`src/rtl/sram_arb_pkg.sv`:
```
// Shared types and constants for the serial SRAM port arbiter.
package sram_arb_pkg;

    localparam int SRAM_ADDR_WIDTH    = 17;
    localparam int SRAM_TIMEOUT_WIDTH = 16;

    typedef enum logic [1:0] {
        IDLE,
        ISSUE,
        WAIT,
        ACK
    } sram_arb_state_t;

endpackage

```
`src/rtl/sram_port_arbiter_rr_pick2.sv`:
```
// Combinational two-way round-robin picker: on a tie the port not served last wins.
module rr_pick2
    import sram_arb_pkg::*;
(
    input  logic [1:0] req,
    input  logic       last,
    output logic       valid,
    output logic       grant
);

    always_comb begin
        valid = |req;
        grant = 1'b0;
        if (req == 2'b11) begin
            grant = ~last;
        end else begin
            grant = req[1];
        end
    end

endmodule

```
`src/rtl/sram_port_arbiter.sv`:
```
// Arbitrates the 8051 data path and audio DMA onto one SPI SRAM controller,
// one start/done transaction at a time, with a completion watchdog.
module sram_port_arbiter
    import sram_arb_pkg::*;
#(
    parameter int ADDR_WIDTH     = SRAM_ADDR_WIDTH,
    parameter int DATA_WIDTH     = 8,
    parameter int TIMEOUT_CYCLES = 1024
) (
    input  logic                  clk,
    input  logic                  sync_reset,
    input  logic [1:0]            req,
    input  logic [ADDR_WIDTH-1:0] addr0,
    input  logic [ADDR_WIDTH-1:0] addr1,
    input  logic [1:0]            we,
    input  logic [DATA_WIDTH-1:0] wdata0,
    input  logic [DATA_WIDTH-1:0] wdata1,
    output logic [1:0]            ack,
    output logic [1:0]            err,
    output logic [DATA_WIDTH-1:0] rdata0,
    output logic [DATA_WIDTH-1:0] rdata1,
    output logic                  mem_start,
    output logic [ADDR_WIDTH-1:0] mem_addr,
    output logic                  mem_we,
    output logic [DATA_WIDTH-1:0] mem_wdata,
    input  logic                  mem_done,
    input  logic [DATA_WIDTH-1:0] mem_rdata,
    output logic                  busy
);

    localparam logic [SRAM_TIMEOUT_WIDTH-1:0] TIMEOUT_LAST =
        SRAM_TIMEOUT_WIDTH'(TIMEOUT_CYCLES - 1);

    sram_arb_state_t               state;
    logic                          last;
    logic                          gnt;
    logic [SRAM_TIMEOUT_WIDTH-1:0] wait_cnt;
    logic                          pick_valid;
    logic                          pick_grant;

    rr_pick2 u_pick (
        .req   (req),
        .last  (last),
        .valid (pick_valid),
        .grant (pick_grant)
    );

    always_ff @(posedge clk) begin
        if (sync_reset) begin
            state     <= IDLE;
            last      <= 1'b1;
            gnt       <= 1'b0;
            wait_cnt  <= '0;
            ack       <= 2'b00;
            err       <= 2'b00;
            mem_start <= 1'b0;
            busy      <= 1'b0;
            mem_addr  <= '0;
            mem_we    <= 1'b0;
            mem_wdata <= '0;
            rdata0    <= '0;
            rdata1    <= '0;
        end else begin
            mem_start <= 1'b0;
            ack       <= 2'b00;
            err       <= 2'b00;
            case (state)
                IDLE: begin
                    if (pick_valid) begin
                        gnt       <= pick_grant;
                        mem_addr  <= pick_grant ? addr1 : addr0;
                        mem_we    <= we[pick_grant];
                        mem_wdata <= pick_grant ? wdata1 : wdata0;
                        mem_start <= 1'b1;
                        busy      <= 1'b1;
                        wait_cnt  <= '0;
                        state     <= ISSUE;
                    end
                end
                ISSUE: begin
                    state <= WAIT;
                end
                WAIT: begin
                    wait_cnt <= wait_cnt + 1'b1;
                    // A done arriving on the timeout cycle still counts as success.
                    if (mem_done || (wait_cnt == TIMEOUT_LAST)) begin
                        state <= ACK;
                        ack   <= gnt ? 2'b10 : 2'b01;
                        err   <= mem_done ? 2'b00 : (gnt ? 2'b10 : 2'b01);
                        if (!mem_we) begin
                            if (gnt) begin
                                rdata1 <= mem_done ? mem_rdata : '0;
                            end else begin
                                rdata0 <= mem_done ? mem_rdata : '0;
                            end
                        end
                    end
                end
                ACK: begin
                    last  <= gnt;
                    busy  <= 1'b0;
                    state <= IDLE;
                end
                default: begin
                    state <= IDLE;
                end
            endcase
        end
    end

endmodule

```
`config.mk`:
```
export PLATFORM = sky130hd
export DESIGN_NAME = sram_port_arbiter
export DESIGN_NICKNAME = d
export VERILOG_FILES = /design/src/rtl/sram_arb_pkg.sv /design/src/rtl/sram_port_arbiter_rr_pick2.sv /design/src/rtl/sram_port_arbiter.sv
export SDC_FILE = /design/constraint.sdc
export NUM_CORES = 1
export LEC_CHECK = 0
export CORE_MARGIN = 4
export CORE_UTILIZATION = 41
export CTS_CLUSTER_SIZE = 14
export DETAILED_ROUTE_END_ITERATION = 8
export DONT_BUFFER_PORTS = 1
export PLACE_DENSITY_LB_ADDON = 0.08
export SLEW_MARGIN = 10
export SYNTH_ARGS = -nofsm -noshare
export SYNTH_HDL_FRONTEND = slang
export SYNTH_HIERARCHICAL = 1
export SYNTH_SLANG_ARGS = --single-unit
```
`constraint.sdc`:
```
create_clock -name clk -period 3.1 [get_ports clk]
set_input_delay 0.62 -clock clk [delete_from_list [all_inputs] [get_ports clk]]
set_output_delay 0.62 -clock clk [all_outputs]
set_load 0.01 [all_outputs]
```
After elaboration in Yosys (flattened, before gate mapping)
Index checks and enable logic that the tools add are counted.
{"block": "classes", "reduce_logical": 14, "n_shift": 0, "multipliers": 0, "div_mod_pow": 0, "n_eq_ne": 7, "n_addsub": 1, "muxes": 15, "n_lt_le_gt_ge": 1, "n_bitwise": 6}
{"op": "one-hot mux 16 bit (2 select lines)", "count": 1}
{"op": "2-to-1 mux 17 bit", "count": 1}
{"op": "adder 16 x 1 -> 16 bit, second input constant", "count": 1}
{"op": "== test 16 x 10 -> 1 bit, second input constant", "count": 1}
{"op": "2-to-1 mux 16 bit", "count": 1}
{"op": "2-to-1 mux 8 bit", "count": 2}
{"op": "one-hot mux 2 bit (4 select lines)", "count": 1}
{"op": "AND reduction 2 bit", "count": 4}
{"op": "AND reduction 4 bit", "count": 2}
{"op": "== test 2 bit, second input constant", "count": 3}
{"op": "2-to-1 mux 2 bit", "count": 3}
{"op": "inverter 1 bit", "count": 6}
{"op": "2-to-1 mux 1 bit", "count": 5}
{"op": "!= test 2 bit, second input constant", "count": 2}
{"op": "nonzero test 2 bit", "count": 2}
{"op": "OR reduction 2 bit", "count": 2}
{"op": "OR reduction 4 bit", "count": 1}
{"op": "OR reduction 3 bit", "count": 1}
{"op": "== test 2 x 1 -> 1 bit, second input constant", "count": 1}
{"op": "logical NOT 2 bit", "count": 1}
{"op": "< comparator 1 x 2 -> 1 bit, second input constant", "count": 1}
{"op": "one-hot mux 1 bit (2 select lines)", "count": 1}
{"op": "logical OR 1 bit", "count": 1}
{"block": "word_totals", "input_bits": 65, "ramBits": 0, "regBits": 68, "latchBits": 0, "elab_cells": 57, "output_inout_bits": 48, "rom_bits": 0, "n_memories": 0}

Longest topological paths before layout
Gate-level depths: netlist of run 1.
{"block": "depth", "ltp_word": 4, "depth_mapped": 8, "depth_no_buf": 6}

Modules after synthesis
The synthesis of run 1 kept the hierarchy.
{"mod": "sram_port_arbiter", "cells_each": 328, "seq_area_each_um2": 1361.3, "area_each_um2": 2936.6, "instances": 1}
{"mod": "rr_pick2", "cells_each": 2, "seq_area_each_um2": 0.0, "area_each_um2": 13.8, "instances": 1}

Worst setup path after synthesis of run 1
Ideal clock, no wire load.
{"block": "synth_timing", "kind": "input to register", "start": "in req[1]", "end": "reg wait_cnt[15]", "arrival_time_ns": 2.035, "t_required_ns": 3.041, "setup_slack_ns": 1.006, "path_buffers": 1, "setup_ns": 0.059, "cell_stages": 6, "path_cell_list": "or2_1 > mux2i_1 > or4_1 > clkbuf_1 > or4_1 > nand2_1"}
{"block": "synth_via", "elab_chain_cells": 3}
{"element": "start: declaration", "line_no": "sram_port_arbiter.sv:12", "source": "input logic [1:0] req,"}
{"element": "OR reduction 2 bit", "line_no": "sram_port_arbiter_rr_pick2.sv:12", "source": "valid = |req;"}
{"element": "!= test 2 bit (no line)"}
{"element": "AND reduction 2 bit (no line)"}
{"element": "end signal: assignment", "line_no": "sram_port_arbiter.sv:84", "source": "wait_cnt <= wait_cnt + 1'b1;"}
{"element": "end: declaration", "line_no": "sram_port_arbiter.sv:37", "source": "logic [SRAM_TIMEOUT_WIDTH-1:0] wait_cnt;"}
No other way between the ends.
A chain may end at the register's enable or synchronous reset.

Final worst setup path of run 1
{"block": "layout_timing", "start": "reg state[0]", "end": "reg wait_cnt[15]"}
{"block": "layout_via", "elab_chain_cells": 3, "word_cells_on_any_way": 6, "cone_classes": "2 x eq/ne; 1 x mux; 3 x reduce/logical"}
{"element": "start: declaration", "line_no": "sram_port_arbiter.sv:34", "source": "sram_arb_state_t state;"}
{"element": "start signal: assignment", "line_no": "sram_port_arbiter.sv:50", "source": "state <= IDLE;"}
{"element": "start signal: assignment", "line_no": "sram_port_arbiter.sv:77", "source": "state <= ISSUE;"}
{"element": "start signal: assignment", "line_no": "sram_port_arbiter.sv:81", "source": "state <= WAIT;"}
{"element": "== test 2 bit / logical NOT 2 bit (equally long branches)", "line_no": "sram_port_arbiter.sv:67", "source": "case (state)"}
{"element": "nonzero test 2 bit (no line) / != test 2 bit (equally long branches)"}
{"element": "AND reduction 2 bit (no line)"}
Parallel ways exist; a longest one is shown, timed or not.

==> impl_metrics.json, run 1 <==
{
  "status": "completed",
  "worstMarginPinSlew_ns": 0.554,
  "syn_avg_cell_area_um2": 8.94,
  "cpMaxStageDelayCell": "or4_1",
  "hold_buffers": 0,
  "ys_seq_elements": 68,
  "yosys_most_used_dff": "dfxtp_1",
  "setup-tns-final_ns": 0,
  "wl_um": 6580,
  "min_period_over_period_pct": 70.4,
  "antenna_cells": 0,
  "drt_pre_antenna_iters": 5,
  "grt_setup_unrepaired": "false",
  "clock-root-buffer": "clkbuf_8",
  "cts_setup_buffers": 0,
  "syn-cell-area_um2": 2950,
  "critical_path.max_fanout": 8,
  "drtIter0Drc": 102,
  "nFillCells": 686,
  "hold_path.class": "input port to flop",
  "start_kind": "flop",
  "worst_clock_skew_ns": 0.00797,
  "max_freq_mhz": 458,
  "r2r-start": "state[0]$_SDFFE_PP0P_",
  "initial_core_util_pct": 42.7,
  "end_kind": "flop",
  "place_hpwl_um": 4700,
  "cts_tree": "built",
  "synth_cell_types": 38,
  "rows": 30,
  "ys_seq_area_share_pct": 46.1,
  "setup_violations": 0,
  "ios": 113,
  "ys_warn_count": 6,
  "crit_chain": "inv_1 > ha_1 > mux2i_1 > or4_1 > or4_1 > nand2_1",
  "finalWeightedCongestion": 0.792,
  "dieArea_um2": 8620,
  "grtUsageTotal_pct": 15.1,
  "critPathRequiredTime_ns": 3.38,
  "hold_start": "mem_done",
  "core_area_um2": 6910,
  "areaGrowthSynthToFinish_pct": 9.03,
  "numCtsBuffers": 9,
  "layout.nets": 390,
  "ant_nets": 0,
  "io_buffer_count": 0,
  "h-tree-depth": 3,
  "leakagePower_uw": 0.00109,
  "maxCapViolCount": 0,
  "finalCriticalPeriod_ns": 2.18,
  "ir_drop_uv": 416,
  "place_ws_ns": 0.889,
  "grt_max_degree": 57,
  "drc": 0,
  "r2r-end": "wait_cnt[15]$_SDFFE_PP0P_",
  "synthCells": 330,
  "clock-sinks": 68,
  "finalHoldViolCount": 0,
  "grt_first_pass_wirelength_um": 10500,
  "r2r_slack_ns": 0.92,
  "clk_path_buf_depth": 2,
  "cp_common_cell": "or4_1",
  "maxSlewHeadroom_pct": 63.0,
  "wire_per_inst_um": 15.6,
  "slowest_delay_ns": 0.63,
  "p_per_area_nw_per_um2": 803,
  "hold_depth": 1,
  "fp.dieH_um": 92.8,
  "viasPerCell": 5.45,
  "gr-total-overflow": 0,
  "grt_pass1_vias": 2167,
  "drive_gt1_share_pct": 7.08,
  "antenna_found_initial": 0,
  "clk_latency_ns": 0.33,
  "slew_violations": 0,
  "syn-num-nets": 400,
  "cts.repair.resized": 0,
  "r2r_cells": 6,
  "async_flop_share_pct": 0,
  "die-width_um": 92.8,
  "timing.final.ws_setup_ns": 0.917,
  "vias": 2293,
  "min_to": "err[1]$_SDFF_PP0_",
  "critPathArrivalTime_ns": 2.47,
  "synth-edff-count": 0,
  "clk_pin_slew_ns": 0.08,
  "critPathKind": "flop to flop"
}
report_power, final:
group	switching, µW	internal (µW)	total, µW	leakage (µW)
combinational	370	224	594	0.000441
sequential	214	1050	1270	0.000556
clock	348	375	723	0.0000958
total	932	1650	2580	0.00109
cell usage after synthesis (2+ instances only):
| cell | number | area (µm²) |
|---|---|---|
| buf_1 | 7 | 26.3 |
| nand3_1 | 20 | 100 |
| a21oi_1 | 25 | 125 |
| mux2i_1 | 27 | 270 |
| nor2_1 | 37 | 139 |
| clkbuf_1 | 16 | 60.1 |
| a211oi_1 | 26 | 195 |
| nor3b_1 | 3 | 22.5 |
| nor4_1 | 3 | 18.8 |
| a41oi_1 | 2 | 17.5 |
| ha_1 | 5 | 62.6 |
| and4_1 | 3 | 26.3 |
| o211ai_1 | 3 | 22.5 |
| nor4b_1 | 4 | 35.0 |
| or4_1 | 4 | 30.0 |
| inv_1 | 3 | 11.3 |
| xnor2_1 | 6 | 52.6 |
| nand4_1 | 3 | 18.8 |
| buf_2 | 2 | 10.0 |
| nand2b_1 | 2 | 12.5 |
| or3_1 | 4 | 25.0 |
| nand2_1 | 12 | 45.0 |
| and2_1 | 2 | 12.5 |
| nor3_1 | 6 | 30.0 |
| o21ai_0 | 21 | 105 |
| nor2b_1 | 5 | 31.3 |
| dfxtp_1 | 68 | 1360 |
flip-flops by register name, indices dropped and copies added, names as in the netlist:
signal / count
state: 2
busy: 1
mem_we: 1
rdata0: 8
last: 1
ack: 2
mem_addr: 17
rdata1: 8
mem_wdata: 8
err: 2
mem_start: 1
gnt: 1
wait_cnt: 16
how the worst max path moves through the flow:
stage	end	start	cells after the start	slack, ns
after floorplan	wait_cnt[15]$_SDFFE_PP0P_	req[1]	6	1.01
after global placement	wait_cnt[15]$_SDFFE_PP0P_	req[1]	5	0.93
after detailed placement	wait_cnt[15]$_SDFFE_PP0P_	req[1]	5	0.89
after CTS	wait_cnt[15]$_SDFFE_PP0P_	state[0]$_SDFFE_PP0P_	6	0.89
after global routing	wait_cnt[15]$_SDFFE_PP0P_	state[0]$_SDFFE_PP0P_	6	0.81
final	wait_cnt[15]$_SDFFE_PP0P_	state[0]$_SDFFE_PP0P_	6	0.92
metrics by stage:
stage	total power (µW)	cell area (µm²)	hold slack, ns	cells	utilization, %
floorplan	1750	2950	0.467	330	-
global placement	1880	3020	0.495	405	43.7
detailed placement	1890	3020	0.495	405	43.7
CTS	2620	3220	0.325	421	46.6
global route	2770	3220	0.323	421	46.6
finish	2580	3220	0.344	421	46.6
critical path, delay by kind of cell (launching register included):
family	cells	cell delay (ns)
buf+inv	1	0.12
fa+ha+maj	1	0.32
mux	1	0.18
flops	1	0.32
simple gates	3	1.20
per-layer routing:
layer	vias to the layer above	track usage (%)	part of all wire [%]
met5	-	0	0
met4	0	4.03	0.43
met3	4	7.15	9.6
met2	85	22.0	45
met1	1024	19.9	45
li1	1180	-	-
cell families (layout without fill, tap and decap cells):
logic type | Yosys count | count (layout) | share of synthesized area (%)
and+or+nand+nor | 112 | 112 | 19.5
buffers and inverters | 28 | 23 | 3.65
AOI/OAI and AO/OA | 83 | 83 | 17.4
xor gates and xnor gates | 7 | 7 | 2.08
muxes | 27 | 27 | 9.16
DFF | 68 | 68 | 46.1
adders and majority gates | 5 | 5 | 2.12
placed cells by master (no fill, tap or decap), types with 3 or more instances in the layout:
cell,n
a211oi_1,26
a21oi_1,25
and4_1,3
buf_4,4
clkbuf_8,9
dfxtp_1,68
ha_1,5
inv_1,3
mux2i_1,27
nand2_1,12
nand3_1,20
nand4_1,3
nor2_1,37
nor2b_1,5
nor3_1,6
nor3b_1,3
nor4_1,3
nor4b_1,4
o211ai_1,3
o21ai_0,21
or3_1,4
or4_1,4
xnor2_1,6
area by class of cell:
| cell class | count | area (µm²) | area share [%] |
|---|---|---|---|
| clock inverter | 7 | 76.3 | 2.37 |
| tap | 96 | 120 | 3.73 |
| multi-input combinational | 234 | 1490 | 46.4 |
| timing repair buffer | 4 | 30.0 | 0.933 |
| clock buffer | 9 | 124 | 3.85 |
| sequential | 68 | 1360 | 42.3 |
| inverter | 3 | 11.3 | 0.350 |
Note: power is estimated with default switching activity, not from simulation.
==> run 2: changes to the inputs <==
--- a/config.mk
+++ b/config.mk
@@ -5,6 +5,7 @@
 export SDC_FILE = /design/constraint.sdc
 export NUM_CORES = 1
 export LEC_CHECK = 0
+export ABC_AREA = 1
 export CORE_MARGIN = 4
 export CORE_UTILIZATION = 41
 export CTS_CLUSTER_SIZE = 14
==> constraint.sdc (replaced) <==
create_clock -name clk -period 1.87 [get_ports clk]
set_input_delay 0.374 -clock clk [delete_from_list [all_inputs] [get_ports clk]]
set_output_delay 0.374 -clock clk [all_outputs]
set_load 0.01 [all_outputs]
==> run 2 against run 1 <==
Hold slack got worse by 0.24 ns. Sequential power increased by 66%. Utilization is 1.0 points higher. Critical path depth grew 5. Synthesized cell count grew 42%. Largest cell class unchanged. Fmax increased by 36%. Flip-flop and latch count is the same.
==> impl_metrics.json, run 2 <==
{
  "max_freq_mhz": 622,
  "antenna_cells": 0,
  "regMostFlops": "mem_addr",
  "synth_commonest_cells": "nand2_1, inv_1, dfxtp_1",
  "mostFrequentLayoutCells": "nand2_1, inv_1, dfxtp_1",
  "hold_depth": 1,
  "hold_path.class": "input port to flop",
  "ys_seq_area_share_pct": 42.5,
  "syn-num-nets": 539,
  "cp_common_cell": "nand2_1",
  "core_area_um2": 7410,
  "slowest_delay_ns": 0.32,
  "switchingPower_uw": 1640,
  "initial_core_util_pct": 43.2,
  "r2r-start": "state[0]$_SDFFE_PP0P_",
  "setup-tns-final_ns": 0,
  "critical_path.max_fanout": 5,
  "nFillCells": 792,
  "layout.nets": 543,
  "yosys.area.top_type": "dfxtp_1",
  "fp.dieH_um": 96.4,
  "place_hpwl_um": 5360,
  "wire_per_inst_um": 12.4,
  "gr-total-overflow": 0,
  "netlist.area_leader.share_pct": 42.5,
  "ys_seq_elements": 68,
  "clk_path_buf_depth": 2,
  "multiInputGateArea_um2": 1450,
  "antenna_found_initial": 0,
  "maxCapViolCount": 0,
  "p_clk_share_pct": 24.0,
  "viasPerCell": 4.75,
  "internal-power_uw": 2730,
  "cp.depth": 11,
  "finalCriticalPeriod_ns": 1.61,
  "worstMarginPinSlew_ns": 0.536,
  "io_buffer_count": 0,
  "crit_family": "simple AND/OR/NAND/NOR gates",
  "pwr-share-comb_pct": 27.7,
  "p_total_uw": 4370,
  "drc": 0,
  "end_kind": "flop",
  "ios": 113,
  "p_per_area_nw_per_um2": 1240,
  "reg_top3": "mem_addr (17), wait_cnt (16)",
  "die-width_um": 96.4,
  "start_kind": "flop",
  "finalWeightedCongestion": 0.786,
  "clock-root-buffer": "clkbuf_8",
  "grt_pass1_vias": 2667,
  "fin_util_pct": 47.6,
  "synth_cell_types": 30,
  "critPathKind": "flop to flop",
  "synthMostInstantiatedCell": "nand2_1",
  "numCtsBuffers": 9,
  "crit_chain": "inv_1 > ha_1 > inv_2 > o21ai_4 > nand2_1 > inv_1 > nand3_1 > nor2_1 > nand2_1 > nand2_1 > nor2_1",
  "syn-cell-area_um2": 3200,
  "wl_um": 7140,
  "status": "completed",
  "critPathRequiredTime_ns": 2.11,
  "clock-sinks": 68,
  "synthCells": 469,
  "h-tree-depth": 3,
  "slew_violations": 0,
  "cpMaxStageDelayCell": "dfxtp_1",
  "areaGrowthSynthToFinish_pct": 10.1,
  "largest_register_ffs": 17,
  "yosys_most_used_dff": "dfxtp_1",
  "clk_latency_ns": 0.34,
  "critPathArrivalTime_ns": 1.85,
  "worst_clock_skew_ns": 0.00854,
  "place_ws_ns": 0.170,
  "min_period_over_period_pct": 85.9,
  "hold_buffers": 0,
  "synthTopCellsByArea": "dfxtp_1, nand2_1, inv_1",
  "synth-edff-count": 0,
  "grtUsageTotal_pct": 16.4,
  "cts_tree": "built",
  "vias": 2739,
  "leakagePower_uw": 0.00174,
  "mostFrequentLayoutCell": "nand2_1",
  "grt_first_pass_wirelength_um": 11900,
  "sw_frac_of_total_pct": 37.6,
  "ys_warn_count": 6,
  "clk_pin_slew_ns": 0.07,
  "grt_max_degree": 30,
  "r2r_cells": 11,
  "syn_avg_cell_area_um2": 6.83,
  "drt_pre_antenna_iters": 4,
  "maxSlewHeadroom_pct": 64.2,
  "drive_gt1_share_pct": 8.37,
  "async_flop_share_pct": 0,
  "finalHoldViolCount": 0,
  "timing.final.ws_setup_ns": 0.263,
  "hold_start": "mem_done",
  "rows": 31,
  "pwr-share-seq_pct": 48.3,
  "drtIter0Drc": 88,
  "ant_nets": 0,
  "ff_latch_area_um2": 1360,
  "grt_setup_unrepaired": "false",
  "dieArea_um2": 9290,
  "crit_buf_inv": 3,
  "startpoint": "state[0]$_SDFFE_PP0P_",
  "setup_violations": 0,
  "ir_drop_uv": 589
}
==> run 2: power groups by stage <==
| stage | Sequential (µW) | Combinational (µW) | Clock (µW) |
|---|---|---|---|
| 2_1_floorplan | 2060 | 964 | 0 |
| 3_3_place_gp | 2150 | 1160 | 0 |
| 3_5_place_dp | 2140 | 1190 | 0 |
| 4_1_cts | 2120 | 1190 | 1090 |
| 5_1_grt | 2150 | 1440 | 1150 |
| 6_report | 2110 | 1210 | 1050 |
==> run 2: layout make-up <==
| cell class | count | share of cell area, % |
|---|---|---|
| tap | 99 | 3.51 |
| timing repair buffer | 12 | 3.26 |
| inverter | 81 | 8.62 |
| clock buffer | 11 | 4.01 |
| clock inverter | 5 | 0.780 |
| multi-input combinational | 301 | 41.2 |
| sequential | 68 | 38.6 |
==> run 2: repair_timing <==
action                                 4_1_cts  5_1_grt
setup endpoints to repair                    0        3
endpoints found under the hold margin        0        0
resized for setup                            0        1
buffers inserted                             0        2
==> run 2: worst paths after layout <==
path	end	slack [ns]
worst max register to register	wait_cnt[9]$_SDFFE_PP0P_	0.26
worst max-delay path	wait_cnt[9]$_SDFFE_PP0P_	0.26
worst min register to register	wait_cnt[1]$_SDFFE_PP0P_	0.49
worst min-delay path	err[1]$_SDFF_PP0_	0.10
==> run 2: metrics by stage <==
step	cell area, µm²	hold slack [ns]	instances
after floorplan	3200	0.441	469
after global placement	3340	0.447	559
after detailed placement	3340	0.447	559
after CTS	3510	0.0809	575
after global routing	3530	0.0799	577
final	3530	0.101	577
==> run 2: logic make-up after synthesis <==
group,after synthesis,synth area share (%)
adders and majority gates,5,1.95
buffers and inverters,100,12.3
DFF,68,42.5
AOI/OAI and AO/OA,55,11.2
and+or+nand+nor,241,32.1
==> run 2: worst register-to-register path: stages (launching register included) <==
cell and delay [ns]:
dfxtp_1 0.32, inv_1 0.12, ha_1 0.21, inv_2 0.07
o21ai_4 0.20, nand2_1 0.12, inv_1 0.10, nand3_1 0.10
nor2_1 0.14, nand2_1 0.06, nand2_1 0.06, nor2_1 0.04
==> run 2: layer usage <==
metal  track usage, %  wire [µm]  vias up
met1             21.0       3280     1166
met3             3.95        489       12
met2             25.9       3220       78
li1                 -          -     1483
met5                0          0        -
met4             8.06        145        0
==> run 3: changes to the inputs <==
--- a/config.mk
+++ b/config.mk
@@ -5,7 +5,6 @@
 export SDC_FILE = /design/constraint.sdc
 export NUM_CORES = 1
 export LEC_CHECK = 0
-export ABC_AREA = 1
 export CORE_MARGIN = 4
 export CORE_UTILIZATION = 41
 export CTS_CLUSTER_SIZE = 14
==> run 3 against run 2 <==
Critical endpoint is now wait_cnt[15]$_SDFFE_PP0P_. Via count fell by 14%. Highest routed layer unchanged. First-iteration DRC count fell by 40%. Cell count fell by 25%. Design area fell by 3.1%. Hold slack got worse by 0.0064 ns. Clock skew rose by 0.00060 ns. Combinational power fell by 6%. Critical path depth fell by 4.
==> impl_metrics.json, run 3 (synthesis results as in run 1) <==
{
  "status": "completed",
  "layout.nets": 401,
  "setup-tns-final_ns": 0,
  "worstMarginPinSlew_ns": 0.534,
  "reg_top3": "mem_addr (17), wait_cnt (16)",
  "crit_buf_inv": 2,
  "finalCriticalPeriod_ns": 1.83,
  "critPathKind": "flop to flop",
  "ant_nets": 0,
  "finalHoldViolCount": 0,
  "setup_violations": 0,
  "slew_violations": 0,
  "gr-total-overflow": 0,
  "place_hpwl_um": 4690,
  "crit_chain": "inv_2 > ha_4 > mux2i_4 > or4_4 > buf_4 > o211ai_1 > nand2_2",
  "end_kind": "flop",
  "core_area_um2": 6910,
  "clk_path_buf_depth": 2,
  "grt_max_degree": 57,
  "clk_latency_ns": 0.34,
  "hold_path.class": "input port to flop",
  "start_kind": "flop",
  "areaGrowthSynthToFinish_pct": 15.9,
  "clock-root-buffer": "clkbuf_8",
  "ir_drop_uv": 651,
  "critPathRequiredTime_ns": 2.10,
  "numCtsBuffers": 9,
  "maxSlewHeadroom_pct": 64.3,
  "p_total_uw": 4710,
  "slowest_delay_ns": 0.52,
  "fp.dieH_um": 92.8,
  "initial_core_util_pct": 42.7,
  "h-tree-depth": 3,
  "ios": 113,
  "finalWeightedCongestion": 0.804,
  "dieArea_um2": 8620,
  "hold_buffers": 0,
  "regMostFlops": "mem_addr",
  "clock-sinks": 68,
  "rows": 30,
  "drc": 0,
  "mostFrequentLayoutCells": "dfxtp_1, nor2_1, mux2i_1, a211oi_1, a21oi_1",
  "largest_register_ffs": 17,
  "io_buffer_count": 0,
  "hold_slack_ns": 0.0945,
  "clk_pin_slew_ns": 0.07,
  "grt_setup_unrepaired": "true",
  "critPathArrivalTime_ns": 2.05,
  "maxCapViolCount": 0,
  "wl_um": 6440,
  "drt_pre_antenna_iters": 4,
  "cts_tree": "built",
  "viasPerCell": 5.44,
  "grt_pass1_vias": 2251,
  "drtIter0Drc": 53,
  "cpMaxStageDelayCell": "or4_4",
  "antenna_found_initial": 0,
  "critical_path.max_fanout": 5,
  "mostFrequentLayoutCell": "dfxtp_1",
  "wire_per_inst_um": 14.9,
  "antenna_cells": 0,
  "vias": 2349,
  "p_per_area_nw_per_um2": 1380,
  "drive_gt1_share_pct": 13.4,
  "leakagePower_uw": 0.00118,
  "grtUsageTotal_pct": 15.2,
  "max_freq_mhz": 548,
  "worst_clock_skew_ns": 0.00915,
  "nFillCells": 677,
  "crit_family": "simple AND/OR/NAND/NOR gates",
  "die-width_um": 92.8,
  "min_period_over_period_pct": 97.6,
  "grt_first_pass_wirelength_um": 10500
}
[run 3: what timing repair did]
action,4_1_cts,5_1_grt
resized for setup,2,4
endpoints found under the setup margin,4,3
buffers inserted,0,1
pin swaps,0,1
[run 3: layout make-up]
class | instances | area [µm²] | share of cell area (%)
multi-input combinational | 234 | 1550 | 45.2
clock buffer | 10 | 138 | 4.03
clock inverter | 6 | 111 | 3.26
tap | 96 | 120 | 3.51
timing repair buffer | 15 | 129 | 3.77
inverter | 3 | 11.3 | 0.329
sequential | 68 | 1360 | 39.9
[run 3: per-stage QoR]
stage	cell area, µm²	instances	setup slack (ns)	util (%)
finish	3420	432	0.0449	49.5
global route	3420	432	-0.0184	49.5
CTS	3400	431	0.0237	49.2
detailed placement	3140	415	-0.0282	45.5
global placement	3140	415	0.0315	45.5
floorplan	2990	330	-0.00609	-
[run 3: worst register-to-register path, cell delays in order, from the launching register on]
cell      delay [ns]
dfxtp_2         0.34
inv_2           0.06
ha_4            0.18
mux2i_4         0.19
or4_4           0.52
buf_4           0.17
o211ai_1        0.21
nand2_2         0.06
[run 3: layer usage]
layer	track usage [%]	vias up	wire [µm]
met4	6.23	0	68
met3	7.31	7	696
li1	-	1213	-
met1	18.1	1044	2730
met5	0	-	0
met2	23.4	85	2940
[run 3: power breakdown]
part           internal (µW)  leakage [µW]  switching, µW
Clock                    921      0.000122            550
Sequential              1750      0.000556            350
Combinational            487      0.000502            650
Total                   3160       0.00118           1550
[run 3: final timing paths]
path,cells past startpoint,endpoint,start,slack [ns]
worst min register to register,2,rdata1[0]$_SDFFE_PP0P_,rdata1[0]$_SDFFE_PP0P_,0.52
worst max register to register,7,wait_cnt[15]$_SDFFE_PP0P_,state[0]$_SDFFE_PP0P_,0.04
worst max-delay path,7,wait_cnt[15]$_SDFFE_PP0P_,state[0]$_SDFFE_PP0P_,0.04
worst min-delay path,1,err[1]$_SDFF_PP0_,mem_done,0.09
